--- src/rtl/ic_partition_sched.sv ---
// Stage-1 source-partition scheduler.
// Grants one partition per enabled cycle with rotating priority, urgent
// requests first, and registers a stage-2 descriptor for the data mux.
module ic_partition_sched #(
  parameter int NPART = 4,
  parameter int IDXW  = 2,
  parameter int CNTW  = 16
) (
  input  logic             clock,
  input  logic             reset,
  input  logic             enable,
  input  logic [NPART-1:0] part_valid,
  input  logic [NPART-1:0] part_valid_urgent,
  input  logic [NPART-1:0] part_can_increment,
  output logic [NPART-1:0] part_select,
  output logic             s2_valid,
  output logic [IDXW-1:0]  s2_part,
  output logic [IDXW-1:0]  rr_ptr,
  output logic [CNTW-1:0]  grant_count
);

  // One extra bit so pointer + offset never overflows before the wrap.
  localparam int              SW       = IDXW + 1;
  localparam logic [SW-1:0]   NPART_W  = SW'(NPART);
  localparam logic [IDXW-1:0] LAST_IDX = IDXW'(NPART - 1);

  logic [IDXW-1:0]  rr_ptr_reg, rr_ptr_next;
  logic             s2_valid_reg, s2_valid_next;
  logic [IDXW-1:0]  s2_part_reg, s2_part_next;
  logic [CNTW-1:0]  grant_count_reg, grant_count_next;

  logic [NPART-1:0] urgent_req;
  logic             urgent_hit, normal_hit;
  logic [IDXW-1:0]  urgent_idx, normal_idx;
  logic [SW-1:0]    cand_sum;
  logic             grant_any;
  logic             grant_fire;
  logic [IDXW-1:0]  grant_idx;

  // Urgent flag only counts when the partition actually has a flit.
  assign urgent_req = part_valid & part_valid_urgent;

  // Walk the partitions from rr_ptr upward with wrap; remember the first
  // urgent and the first plain requester met along the way.
  always_comb begin
    urgent_hit = 1'b0;
    normal_hit = 1'b0;
    urgent_idx = '0;
    normal_idx = '0;
    cand_sum   = '0;
    for (int k = 0; k < NPART; k++) begin
      cand_sum = {1'b0, rr_ptr_reg} + SW'(k);
      if (cand_sum >= NPART_W) begin
        cand_sum = cand_sum - NPART_W;
      end
      if (!urgent_hit && urgent_req[cand_sum[IDXW-1:0]]) begin
        urgent_hit = 1'b1;
        urgent_idx = cand_sum[IDXW-1:0];
      end
      if (!normal_hit && part_valid[cand_sum[IDXW-1:0]]) begin
        normal_hit = 1'b1;
        normal_idx = cand_sum[IDXW-1:0];
      end
    end
  end

  assign grant_any  = urgent_hit | normal_hit;
  assign grant_idx  = urgent_hit ? urgent_idx : normal_idx;
  assign grant_fire = enable & grant_any;

  // One-hot select; forced low while reset is held so no partition dequeues.
  generate
    for (genvar gi = 0; gi < NPART; gi++) begin : g_select
      assign part_select[gi] = grant_fire && !reset && (grant_idx == IDXW'(gi));
    end
  endgenerate

  // Next-state: pointer advance or re-favour, stage-2 descriptor, statistics.
  always_comb begin
    rr_ptr_next      = rr_ptr_reg;
    s2_valid_next    = s2_valid_reg;
    s2_part_next     = s2_part_reg;
    grant_count_next = grant_count_reg;
    if (grant_fire) begin
      s2_valid_next = 1'b1;
      s2_part_next  = grant_idx;
      if (part_can_increment[grant_idx]) begin
        rr_ptr_next = (grant_idx == LAST_IDX) ? '0 : grant_idx + IDXW'(1);
      end else begin
        // Partition could not advance: keep it at the head of the rotation.
        rr_ptr_next = grant_idx;
      end
      if (grant_count_reg != '1) begin
        grant_count_next = grant_count_reg + CNTW'(1);
      end
    end else if (enable) begin
      s2_valid_next = 1'b0;
    end
  end

  // State registers with immediate clear on reset.
  always_ff @(posedge clock or posedge reset) begin
    if (reset) begin
      rr_ptr_reg      <= '0;
      s2_valid_reg    <= 1'b0;
      s2_part_reg     <= '0;
      grant_count_reg <= '0;
    end else begin
      rr_ptr_reg      <= rr_ptr_next;
      s2_valid_reg    <= s2_valid_next;
      s2_part_reg     <= s2_part_next;
      grant_count_reg <= grant_count_next;
    end
  end

  assign rr_ptr      = rr_ptr_reg;
  assign s2_valid    = s2_valid_reg;
  assign s2_part     = s2_part_reg;
  assign grant_count = grant_count_reg;

endmodule

--- config.mk ---
export PLATFORM = sky130hd
export DESIGN_NAME = ic_partition_sched
export DESIGN_NICKNAME = d
export VERILOG_FILES = /design/src/rtl/ic_partition_sched.sv
export SDC_FILE = /design/constraint.sdc
export NUM_CORES = 1
export LEC_CHECK = 0
export ABC_AREA = 1
export BUFFER_PORTS_ARGS = -buffer_cell sky130_fd_sc_hd__buf_2
export CAP_MARGIN = 20
export CORE_MARGIN = 8
export CORE_UTILIZATION = 58
export DETAILED_ROUTE_END_ITERATION = 6
export PLACE_DENSITY = 0.92
export SYNTH_ARGS = -nofsm -noshare
export SYNTH_HDL_FRONTEND = slang
export SYNTH_SLANG_ARGS = --single-unit
--- constraint.sdc ---
create_clock -name clock -period 2.95 [get_ports clock]
set_input_delay 0.1475 -clock clock [delete_from_list [all_inputs] [get_ports clock]]
set_output_delay 0.1475 -clock clock [all_outputs]
set_load 0.02 [all_outputs]
==> metrics.txt <==
drt drc 0; P per Cell Area 1118 mW/mm^2; # rows 19; Synth cell types 28; Internal 0.9693 mW; largest net degree at the start of global routing 23; DP HPWL 3143 microns; synth warn 0; Num CTS Buffers 3; Post-DRT Antenna Nets 0; period utilization 0.9160; register bit total from synthesis 21; CTS tree done; IO Count 40; drt wl/cell 12.53 microns; area delta synth->final 15.83%; ANT cells 0; CP Class flip-flop to output pin; syn avg cell area 6.964 sq um; via/cell ratio 5.371; mux share of post-synthesis cell area 0.006627; CP endpoint kind output pin; sw power 1.231 mW; Max clock buf depth 2; GRT overflow 0; crit-path cells inv_4 -> nand2_1 -> nand2_1 -> nand3_1 -> nand2_1 -> nand3_1 -> nor2_2 -> nand4_1 -> nand2_1 -> inv_1 -> ha_1 -> inv_1 -> nor2_1 -> buf_2; CP Launch Type flip-flop; Layout Skew 0.001935 ns; die boundary width 70.13 microns; clock root buffer clkbuf_4; Pins Over Slew Limit 0; switch share 0.5596; slowest CP cell dfrtp_2; vias in the first global route 1675; xor and xnor area share after synthesis 0.07732; Max Fclk 370.1 MHz; Setup TNS 0 ns; Mapped Area 0.001699 sq mm; VDD IR max 0.8737 mV; unrepaired setup endpoints after global routing false; max FFs per register 16; routed wire length 3983 microns; Layout Cells excl Fill 318; DIE HEIGHT 70.13 microns; number of max-cap violations 0; Compound-Gate Fraction of Synth Area 0.03019; Least-Margin Pin Slew 0.2869 ns; largest family of logic cells by synthesized area simple AND/OR/NAND/NOR gates; H-tree depth 1; sinks on the clock net 21; Pwr Total 2.201 mW; DRT Pass-1 Iters 4; register area share after synthesis 0.3093; Vias 1708; final net count 308; core area 0.002781 sq mm; Crit path largest cell delay 0.49 ns; share of layout cells above drive strength 1 0.2369; crit path DAT 2.55 ns; Reg power frac 0.220; dpl cells 311; simple-gate share of the synthesized area 0.4543; Hold Slack 0.09574 ns; Max-slew headroom 0.8073; Setup Viol. Count Final 0; fill cell count 245; dpl cell area 0.001899 sq mm; number of I/O port buffers 39; Comb pwr share 0.721; GR Util All Layers 0.1613; Initial Util 0.6109; Hold Violations, Final 0; post-synthesis adder-cell area fraction 0.03682; Critical Path Most Common Cell nand2_1; die area 0.004918 sq mm; first-pass GRT wire length 6900 microns; clk_lat worst skew 0.29 ns; status complete, no violations; worst hold path class input port to flip-flop; Final GP Congestion 0.8564; Final Cell Area 0.001968 sq mm; Clock transition at path regs 0.10 ns; Synth Net Count 264; initial antenna violation count 0; leakage power 1.121 nW; crit-path max FO 14; Iteration-0 DRC Markers 101; Clock power frac 0.059; critical path required time 2.80 ns; post-synthesis cell count 244; minimum clock period 2.702 ns
final timing paths:
check / startpoint / end / slack, ns / cells past startpoint
max: rr_ptr[0] / part_select[2] / 0.25 / 14
min: enable / s2_valid / 0.1 / 2
max reg2reg: rr_ptr[0] / rr_ptr[1] / 0.66 / 12
min reg2reg: s2_part[0] / s2_part[0] / 0.50 / 2
max in group asynchronous: reset / rr_ptr[0] / 2.32 / 4
min in group asynchronous: reset / grant_count[5] / 0.41 / 4
synth_stat cells, drive strengths merged:
cell type / number / share of area
nand4: 7 / 0.026
o21ai: 7 / 0.021
a21oi: 2 / 0.0059
nor3b: 1 / 0.011
nor4: 4 / 0.015
nor2: 15 / 0.040
nand3: 37 / 0.12
nor3: 3 / 0.012
xor2: 9 / 0.046
ha: 5 / 0.037
inv: 24 / 0.056
a31oi: 1 / 0.0037
clkinv: 1 / 0.0052
buf: 4 / 0.024
dfrtp: 21 / 0.31
mux2: 1 / 0.0066
and3: 1 / 0.0037
nand2: 95 / 0.23
xnor2: 6 / 0.031
critical path, delay by kind of cell, from the launching register on:
family | cells | cell delay (ns)
buffers and inverters | 4 | 0.44
flip-flops | 1 | 0.49
AND/OR/NAND/NOR | 9 | 1.14
adder cells (fa/ha/maj) | 1 | 0.19
power groups by stage:
| stage | clock, mW | sequential (mW) | combinational [mW] |
|---|---|---|---|
| floorplan | 0 | 0.537 | 1.18 |
| global placement | 0 | 0.487 | 1.50 |
| detailed placement | 0 | 0.495 | 1.53 |
| CTS | 0.136 | 0.488 | 1.54 |
| global route | 0.140 | 0.496 | 1.83 |
| finish | 0.131 | 0.484 | 1.59 |
routing by layer:
layer	vias up	track usage	routed length (microns)
met5	-	0	0
met4	0	0.06250	56
met3	9	0.02542	159
met2	43	0.2873	2071
met1	779	0.1871	1695
li1	877	-	-
metrics by stage:
stage | setup WS, ns | utilization
after floorplan | 0.7205 | -
after CTS | 0.03969 | 0.6959
final | 0.2477 | 0.7076
after detailed placement | 0.3867 | 0.6829
after global placement | 0.4144 | 0.6829
after global routing | 0.01277 | 0.7076
timing repair:
item | in CTS | in global routing
hold buffers | 1 | 0
endpoints found under the hold margin | 21 | 0
resized for setup | 0 | 3
setup buffers | 0 | 2
setup endpoints to repair | 0 | 4
kinds of logic after synthesis:
family,count (synthesis)
simple gates,163
mux,1
flops,21
compound gates,10
buf+inv,29
xor+xnor,15
fa+ha+maj,5
cells in the final DEF (no fill, tap or decap), types with 7 or more instances in the layout:
master,instances
nand2_1,85
nand2_2,8
inv_1,21
o21ai_0,7
nor2_1,12
buf_2,39
xor2_1,9
nand3_1,36
nand4_1,7
dfrtp_1,19
final cells by class:
cell class              count  area (sq um)  share of cell area
inverters                  25         106.4             0.05404
multi-input cells         194          1028              0.5226
flip-flops and latches     21         528.0              0.2683
well taps                  31         38.79             0.01971
clock buffers               4         26.28             0.01335
repair buffers             43         240.2              0.1221
(Power assumes the default switching activity.)
